<file path="config.mk">
export PLATFORM = sky130hd
export DESIGN_NAME = multi_message_printer
export DESIGN_NICKNAME = d
export VERILOG_FILES = /design/src/rtl/multi_message_printer.sv
export SDC_FILE = /design/constraint.sdc
export NUM_CORES = 1
export LEC_CHECK = 0
export CAP_MARGIN = 20
export CORE_ASPECT_RATIO = 1.1
export CORE_UTILIZATION = 55
export DETAILED_ROUTE_END_ITERATION = 6
export DONT_BUFFER_PORTS = 1
export GPL_TIMING_DRIVEN = 1
export PLACE_DENSITY = 0.7
export SLEW_MARGIN = 25
export SYNTH_ARGS = -nofsm -noshare
export SYNTH_HDL_FRONTEND = slang
export SYNTH_SLANG_ARGS = --single-unit
</file>
<file path="constraint.sdc">
create_clock -name clk -period 2.6 [get_ports clk]
set_input_delay 0.26 -clock clk [delete_from_list [all_inputs] [get_ports clk]]
set_output_delay 0.26 -clock clk [all_outputs]
set_load 0.02 [all_outputs]
</file>
<file path="src/rtl/multi_message_printer.sv">
// Prints one of NUM_MSGS NUL-terminated ROM messages through a UART tx core,
// selected by a trigger byte on the rx stream and cancellable with an abort byte.
module multi_message_printer #(
    parameter int          NUM_MSGS   = 4,
    parameter int          MAX_LEN    = 16,
    parameter logic [7:0]  TRIG_BASE  = 8'h30,
    parameter logic [7:0]  ABORT_CHAR = 8'h1B,
    parameter int          SEL_W      = (NUM_MSGS > 1) ? $clog2(NUM_MSGS) : 1,
    parameter int          OFF_W      = $clog2(MAX_LEN)
) (
    input  logic                   clk,
    input  logic                   rst_n,
    input  logic [7:0]             rx_data,
    input  logic                   new_rx_data,
    output logic [7:0]             tx_data,
    output logic                   new_tx_data,
    input  logic                   tx_busy,
    output logic [SEL_W+OFF_W-1:0] rom_addr,
    input  logic [7:0]             rom_data,
    output logic                   busy,
    output logic                   done,
    output logic [SEL_W-1:0]       msg_sel
);

    localparam logic [1:0] ST_IDLE   = 2'd0;
    localparam logic [1:0] ST_FETCH  = 2'd1;
    localparam logic [1:0] ST_SEND   = 2'd2;
    localparam logic [1:0] ST_FINISH = 2'd3;

    logic [1:0]       state_q, state_d;
    logic [SEL_W-1:0] sel_q, sel_d;
    logic [OFF_W-1:0] off_q, off_d;
    logic [7:0]       tx_data_q, tx_data_d;
    logic             new_tx_q, new_tx_d;
    logic             done_q, done_d;

    // 9-bit difference so bytes below TRIG_BASE wrap high and fail the range test
    logic [8:0] rx_rel;
    logic       is_trig;
    logic       is_abort;
    logic       off_last;

    assign rx_rel   = {1'b0, rx_data} - {1'b0, TRIG_BASE};
    assign is_trig  = new_rx_data && (rx_rel < 9'(NUM_MSGS));
    assign is_abort = new_rx_data && (rx_data == ABORT_CHAR);
    assign off_last = (off_q == OFF_W'(MAX_LEN - 1));

    always_comb begin
        state_d   = state_q;
        sel_d     = sel_q;
        off_d     = off_q;
        tx_data_d = tx_data_q;
        new_tx_d  = 1'b0;
        done_d    = 1'b0;
        case (state_q)
            ST_IDLE: begin
                off_d = '0;
                if (is_trig) begin
                    sel_d   = rx_rel[SEL_W-1:0];
                    state_d = ST_FETCH;
                end
            end
            ST_FETCH: begin
                if (is_abort) begin
                    off_d   = '0;
                    state_d = ST_IDLE;
                end else begin
                    state_d = ST_SEND;
                end
            end
            ST_SEND: begin
                // Abort wins over a send that would otherwise fire this cycle
                if (is_abort) begin
                    off_d   = '0;
                    state_d = ST_IDLE;
                end else if (rom_data == 8'h00) begin
                    done_d  = 1'b1;
                    state_d = ST_FINISH;
                end else if (!tx_busy) begin
                    tx_data_d = rom_data;
                    new_tx_d  = 1'b1;
                    if (off_last) begin
                        done_d  = 1'b1;
                        state_d = ST_FINISH;
                    end else begin
                        off_d   = off_q + 1'b1;
                        state_d = ST_FETCH;
                    end
                end
            end
            ST_FINISH: begin
                off_d   = '0;
                state_d = ST_IDLE;
            end
            default: begin
                off_d   = '0;
                state_d = ST_IDLE;
            end
        endcase
    end

    always_ff @(posedge clk or negedge rst_n) begin
        if (!rst_n) begin
            state_q   <= ST_IDLE;
            sel_q     <= '0;
            off_q     <= '0;
            tx_data_q <= 8'h00;
            new_tx_q  <= 1'b0;
            done_q    <= 1'b0;
        end else begin
            state_q   <= state_d;
            sel_q     <= sel_d;
            off_q     <= off_d;
            tx_data_q <= tx_data_d;
            new_tx_q  <= new_tx_d;
            done_q    <= done_d;
        end
    end

    assign tx_data     = tx_data_q;
    assign new_tx_data = new_tx_q;
    assign done        = done_q;
    assign busy        = (state_q != ST_IDLE);
    assign msg_sel     = sel_q;
    assign rom_addr    = {sel_q, off_q};

endmodule

</file>
; ---- Word-level counts from Yosys, hierarchy flattened
; Index checks and enable logic that the tools add are counted.
[word_totals]
register_bits = 18
input_bits = 20
out_inout_bits = 19
word_cells = 55
[op_classes]
n_addsub = 2
n_lt_le_gt_ge = 1
n_eq_ne = 11
mux = 22
bitwise = 3
reduce_logical = 10
[op_table]
columns = cell, n
row1 = 4-bit 2-to-1 mux, 5
row2 = 2-bit 2-to-1 mux, 6
row3 = 4-bit case mux with 3 select lines, 1
row4 = "9-bit by 3-bit less-than comparator with 1-bit output, second input constant", 1
row5 = 1-bit 2-to-1 mux, 9
row6 = "3-bit inequality test, second input constant", 3
row7 = "8-bit by 6-bit subtractor with 9-bit output, second input constant", 1
row8 = "8-bit by 5-bit == test with 1-bit output, second input constant", 1
row9 = 8-bit logical NOT, 1
row10 = 2-bit case mux with 4 select lines, 1
row11 = 4-bit AND reduction, 2
row12 = "4-bit by 1-bit adder with 4-bit output, second input constant", 1
row13 = "2-bit == test, second input constant", 2
row14 = "4-bit == test, second input constant", 1
row15 = "2-bit inequality test, second input constant", 2
row16 = "4-bit inequality test, second input constant", 1
row17 = 2-bit AND reduction, 2
row18 = 1-bit inverter, 3
row19 = "2-bit by 1-bit == test with 1-bit output, second input constant", 1
row20 = 1-bit logical AND, 2
row21 = 2-bit logical NOT, 1
row22 = 2-bit nonzero test, 1
row23 = 2-bit OR reduction, 1

; ---- Depth between registers and ports, before layout
; Gate-level depths: netlist of the first run.
[logic_depth]
ltp_word = 6
ltp_mapped = 8
mapped_depth_nobuf = 7

; ---- Worst setup path before layout of the first run
; Ideal clock, no wire load.
[synth_timing]
path_type = input port to flip-flop
startpoint = in rx_data[5]
endpoint = reg tx_data_q[0] (netlist: tx_data[0])
arrival_time_ps = 1625
slack_ps = 851
path_stages = 7
n_path_buf = 1
path_cell_list = inv_1 -> ha_1 -> nor4bb_1 -> a41o_1 -> or2_1 -> buf_6 -> mux2_2
[synth_via]
elab_chain_cells = 4
[synth_rtl]
columns = item, line_no
row1 = start: declaration, 13  ; input logic [7:0] rx_data,
row2 = 8-bit by 5-bit == test with 1-bit output, 45  ; assign is_abort = new_rx_data && (rx_data == ABORT_CHAR);
row3 = 1-bit logical AND, 45
row4 = 1-bit inverter (no source line), -
row5 = 4-bit AND reduction (no source line), -
row6 = end signal: assignment, 114  ; tx_data_q <= tx_data_d;
row7 = end: declaration, 33  ; logic [7:0] tx_data_q, tx_data_d;
; No other way between the ends.
; A chain may end at the register's enable or synchronous reset.

; ---- Final worst setup path of the first run
; Same ends and word-level chain as after synthesis.

==> impl_metrics.json, run 1 <==
{
  "num_antenna_cells": 0,
  "clock-sinks": 18,
  "worstSetupEndpointType": "flip-flop",
  "antenna_found_initial": 0,
  "yosysMostFrequentCell": "dfrtp_1",
  "synth_edf_count": 0,
  "hold_viol_final": 0,
  "synth_cell_types": 36,
  "core_sq_mm": 0.00156,
  "hold_path_class": "in -> reg",
  "power_leakage_uw": 0.000433,
  "crit_chain": "inv_1, ha_1, nor4bb_1, a41o_1, or2_1, mux2_2",
  "wl_um": 1500,
  "cp_slowest_cell": "nor4bb_1",
  "synth_area_leader_cell": "dfrtp_1",
  "min_period_over_period": 0.667,
  "min_period_ns": 1.73,
  "ant_nets": 0,
  "async_reset_ff_frac": 1.00,
  "skew_ns": 0.00411,
  "grt_first_pass_wirelength_um": 2280,
  "wire_per_inst_um": 15.8,
  "synth-seq-area-share": 0.494,
  "vias_per_cell": 6.21,
  "critPathKind": "in -> reg",
  "startpoint": "rx_data[5]",
  "place.gp.congestion": 0.641,
  "clk_transition_reported_paths_ns": 0.09,
  "slew_viol_final": 0,
  "outcome": "finished clean",
  "die_h_um": 44.7,
  "ys.flop_type": "dfrtp_1",
  "crit_required_ns": 2.77,
  "synth_area_sq_um": 912,
  "cts_buffers": 3,
  "layout-drive-gt1-share": 0.244,
  "start_util": 0.586,
  "cpLargestDelayFamily": "simple AND/OR/NAND/NOR gates",
  "dpl_worst_slack_ns": 0.551,
  "synth-seq-cells": 18,
  "crit_buf_inv": 1,
  "io_pins": 39,
  "start_kind": "primary input",
  "timing.rr.start": "state_q[0]$_DFFE_PN0P_",
  "synthCells": 77,
  "rsz0062_at_grt": "false",
  "vias": 590,
  "max_slew_margin": 0.474,
  "fmax_mhz": 576,
  "grt_max_degree": 19,
  "layout_setup_ws_ns": 0.865,
  "cpPeakStageDelay_ns": 0.46,
  "setup_viol": 0,
  "die_x_um": 40.8,
  "synth.area.top_cells": "dfrtp_1 49%, mux2_2 12%, ha_1 4.1%",
  "post_cts_resized": 0,
  "synth_nets": 100,
  "first_pass_iters": 2,
  "power_density_mw_per_mm2": 994,
  "synth_top_cell_area_share": 0.494,
  "drt-initial-drc-count": 6,
  "place.port_buffers": 0,
  "ys_warn_count": 0,
  "hold_start": "rom_data[2]",
  "ctsLongestPathBuffers": 2,
  "setup_tns_ns": 0,
  "cts_htree_levels": 1,
  "yosys-top-cells-count": "18 x dfrtp_1, 10 x mux2_2",
  "syn_to_final_growth_pct": 3.02,
  "peakVddDrop_v": 0.000564,
  "postCtsHoldBufs": 1,
  "grtUsageTotal": 0.190,
  "clk_latency_ns": 0.28,
  "finish.net_count": 103,
  "drv_cap": 0,
  "cts_tree": "yes",
  "fp-row-count": 15,
  "grt_pass1_vias": 555,
  "syn_avg_cell_area_sq_um": 11.8,
  "final_util": 0.603,
  "arrival_ns": 1.91,
  "crit_fanout": 9,
  "die_area_sq_mm": 0.00183,
  "drc": 0,
  "post_cts_buffers": 0,
  "cts-root-buf": "clkbuf_4",
  "hpwl_um": 1180,
  "grt-ovfl-total": 0,
  "worst_slew_pin_slew_ns": 0.786
}
layer usage:
metal,vias up,track usage,part of all wire
li1,283,-,-
met1,281,0.233,0.43
met2,22,0.294,0.50
met3,4,0.0542,0.059
met4,0,0.100,0.017
met5,-,0,0
worst reg2reg max path, delay by kind of cell (launching register included):
kind	cells	cell delay [ns]
muxes	1	0.32
and+or+nand+nor	2	0.55
AOI/OAI and AO/OA	1	0.25
DFF	1	0.41
power breakdown:
part / total (uW) / leakage [uW] / internal, uW / switching [uW]
logic: 236 / 0.000189 / 129 / 106
clock network: 129 / 0.0000138 / 53.8 / 75.1
registers: 570 / 0.000230 / 376 / 194
total: 934 / 0.000433 / 559 / 375
kinds of logic (layout without fill, tap and decap cells):
family	after synthesis	count (layout)	synth area share
DFF	18	18	0.494
xor gates and xnor gates	1	1	0.00960
AOI/OAI and AO/OA	15	15	0.121
and+or+nand+nor	22	22	0.155
muxes	11	11	0.134
buffers and inverters	7	8	0.0453
adders and majority gates	3	3	0.0412
final cells by class:
cell class / count / area, sq um
sequential: 18 / 450
multi-input combinational: 52 / 420
fill: 121 / 618
inverter: 4 / 15.0
timing repair buffer: 1 / 10.0
clock buffer: 3 / 22.5
tap: 17 / 21.3
placed cells by master, fill, tap and decap left out:
master	Yosys	layout
a22o_1	1	1
o21ai_0	2	2
o21a_1	1	1
nor4b_1	1	1
a21oi_1	3	3
a41o_1	1	1
or4_4	1	1
nor4_1	1	1
nor2b_1	1	1
clkbuf_4	0	3
dlygate4sd3_1	0	1
a211o_1	1	1
inv_2	1	1
a21o_1	1	1
mux2i_1	1	1
a31oi_1	1	1
dfrtp_1	18	18
and2_1	1	1
inv_1	3	3
nand3_1	2	2
ha_1	3	3
o211ai_1	1	1
o21bai_2	1	1
a41oi_1	2	2
xnor2_1	1	1
mux2_2	10	10
and3_1	1	1
nand2_1	3	3
nand2b_1	2	2
or2_1	1	1
or2_2	3	3
or4_1	1	1
or3_1	1	1
nand4_1	1	1
nor4bb_1	1	1
nor3b_1	1	1
final timing paths:
kind                                                to  slack (ns)  cells after the start
worst max register to register  tx_data[0]$_DFFE_PN0P_        0.96                      4
worst min-delay path            tx_data[2]$_DFFE_PN0P_        0.12                      1
max in group asynchronous       tx_data[6]$_DFFE_PN0P_        1.62                      1
min in group asynchronous               done$_DFF_PN0_        0.49                      1
worst max-delay path            tx_data[0]$_DFFE_PN0P_        0.87                      6
worst min register to register  tx_data[6]$_DFFE_PN0P_        0.67                      1
flip-flops by register name, summed over array words and instances, names as in the netlist:
register	count
off_q	4
tx_data	8
new_tx_data	1
done	1
msg_sel	2
state_q	2
metrics by stage:
stage	cells	hold slack [ns]	area (sq um)	total power, uW
floorplan	77	-0.0356	912	774
global placement	91	-0.0353	907	800
detailed placement	91	-0.0353	907	809
CTS	95	0.106	940	948
global route	95	0.0996	940	996
finish	95	0.118	940	934
Note: power is estimated with default switching activity, not from simulation.
==> inputs of run 2 (changes only) <==
clock period = 1.6 ns   (was 2.6 ns; I/O delays follow)
==> run 2 against run 1 <==
Effect of this change:
- clock skew decreased by 0.00091 ns
- critical endpoint is now tx_data[5]$_DFFE_PN0P_
- combinational power up 130%
- setup slack worse by 0.82 ns
- largest power group unchanged
- final cell count up 13%
- critical path type is now reg -> reg
- via count is 13% higher
==> impl_metrics.json, run 2 (synthesized netlist as in run 1, its figures left out) <==
{
  "drv_cap": 0,
  "worst_slew_pin_slew_ns": 0.805,
  "dp.cells": 102,
  "start_util": 0.586,
  "critPathKind": "reg -> reg",
  "cts_buffers": 3,
  "die_area_sq_mm": 0.00183,
  "vias": 666,
  "reg2reg_slack_ns": 0.04,
  "skew_ns": 0.00320,
  "finish.net_count": 115,
  "rsz0062_at_grt": "true",
  "die_h_um": 44.7,
  "wl_um": 1630,
  "seqPwrFrac": 0.536,
  "cts_htree_levels": 1,
  "crit_required_ns": 1.77,
  "fp-row-count": 15,
  "num_antenna_cells": 0,
  "power_leakage_uw": 0.000496,
  "peakVddDrop_v": 0.000809,
  "mostFrequentLayoutCell": "dfrtp_1",
  "min_period_over_period": 0.973,
  "holdWs_ns": 0.0203,
  "cts_tree": "yes",
  "first_pass_iters": 4,
  "clk_transition_reported_paths_ns": 0.09,
  "grt_first_pass_wirelength_um": 2440,
  "switching_share": 0.388,
  "place.port_buffers": 0,
  "intPower_uw": 998,
  "fmax_mhz": 643,
  "final_cells": 107,
  "worstSetupEndpointType": "flip-flop",
  "ctsLongestPathBuffers": 2,
  "max_slew_margin": 0.462,
  "start_kind": "flip-flop",
  "syn_to_final_growth_pct": 14.7,
  "antenna_found_initial": 0,
  "grt_max_degree": 19,
  "largest_reg_flops": 8,
  "wire_per_inst_um": 15.2,
  "place.gp.congestion": 0.645,
  "outcome": "finished clean",
  "vias_per_cell": 6.22,
  "num-fill-cells": 123,
  "placed_area_sq_um": 996,
  "grt_pass1_vias": 650,
  "min_period_ns": 1.56,
  "fin_area_sq_mm": 0.00105,
  "switching_power_uw": 634,
  "io_pins": 39,
  "hold_viol_final": 0,
  "power_density_mw_per_mm2": 1560,
  "most-common-layout-cells": "18 x dfrtp_1, 12 x buf_4, 10 x mux2_2",
  "clk_latency_ns": 0.28,
  "hpwl_um": 1260,
  "setup_viol": 0,
  "crit_fanout": 5,
  "core_sq_mm": 0.00156,
  "slew_viol_final": 0,
  "layout-drive-gt1-share": 0.378,
  "arrival_ns": 1.73,
  "ant_nets": 0,
  "clock-sinks": 18,
  "p_comb_frac": 0.336,
  "clkPwrFrac": 0.128,
  "drc": 0,
  "grt-ovfl-total": 0,
  "drt-initial-drc-count": 9,
  "cts-root-buf": "clkbuf_4",
  "grtUsageTotal": 0.200,
  "die_x_um": 40.8,
  "setup_tns_ns": 0,
  "hold_path_class": "in -> reg",
  "power_uw": 1630
}
run 2: cell types whose count changed in the layout (fill, tap and decap cells not counted), sizes merged:
cell  delta
buf     +12
run 2: critical path, stage by stage (launching register included):
cell and delay [ns]:
dfrtp_1 0.41, nand2b_1 0.17, a41o_1 0.22, or2_1 0.23, buf_4 0.16, mux2_2 0.27
run 2: power by group through the flow:
stage          registers (uW)  logic (uW)  clock network, uW
2_1_floorplan             891         367                  0
5_1_grt                   898         604                236
4_1_cts                   874         540                219
6_report                  875         548                209
3_3_place_gp              877         519                  0
3_5_place_dp              885         528                  0
run 2: final timing paths:
kind                                         from                      to  depth (start not counted)
max in group asynchronous                   rst_n  msg_sel[1]$_DFFE_PN0P_                          1
max                        state_q[0]$_DFFE_PN0P_  tx_data[5]$_DFFE_PN0P_                          5
max reg2reg                state_q[0]$_DFFE_PN0P_  tx_data[5]$_DFFE_PN0P_                          5
min in group asynchronous                   rst_n  state_q[1]$_DFFE_PN0P_                          1
min reg2reg                tx_data[1]$_DFFE_PN0P_  tx_data[1]$_DFFE_PN0P_                          1
min                                   rom_data[2]  tx_data[2]$_DFFE_PN0P_                          1
run 2: layout make-up:
type / instances / area, sq um / share of cell area
Tap cell: 17 / 21.3 / 0.0203
Timing Repair Buffer: 13 / 100 / 0.0957
Clock buffer: 3 / 22.5 / 0.0215
Sequential cell: 18 / 450 / 0.431
Multi-Input combinational cell: 52 / 437 / 0.417
Inverter: 4 / 15.0 / 0.0144
run 2: layer usage:
layer  wire length (um)  vias to the layer above  track usage
met4                 12                        0        0.100
li1                   -                      308            -
met3                123                        2       0.0493
met1                658                      330        0.237
met5                  0                        -            0
met2                837                       26        0.325
run 2: stage by stage:
step                       util  setup slack, ns
after floorplan               -           0.0151
after global placement    0.639         -0.00438
after detailed placement  0.639          -0.0304
after CTS                 0.660           0.0304
after global routing      0.671         -0.00935
final                     0.671           0.0438
run 2: timing repair:
item	4_1_cts	5_1_grt
hold endpoints to repair	18	0
setup buffers	0	1
hold buffers	1	0
endpoints found under the setup margin	0	9
resized for setup	0	2
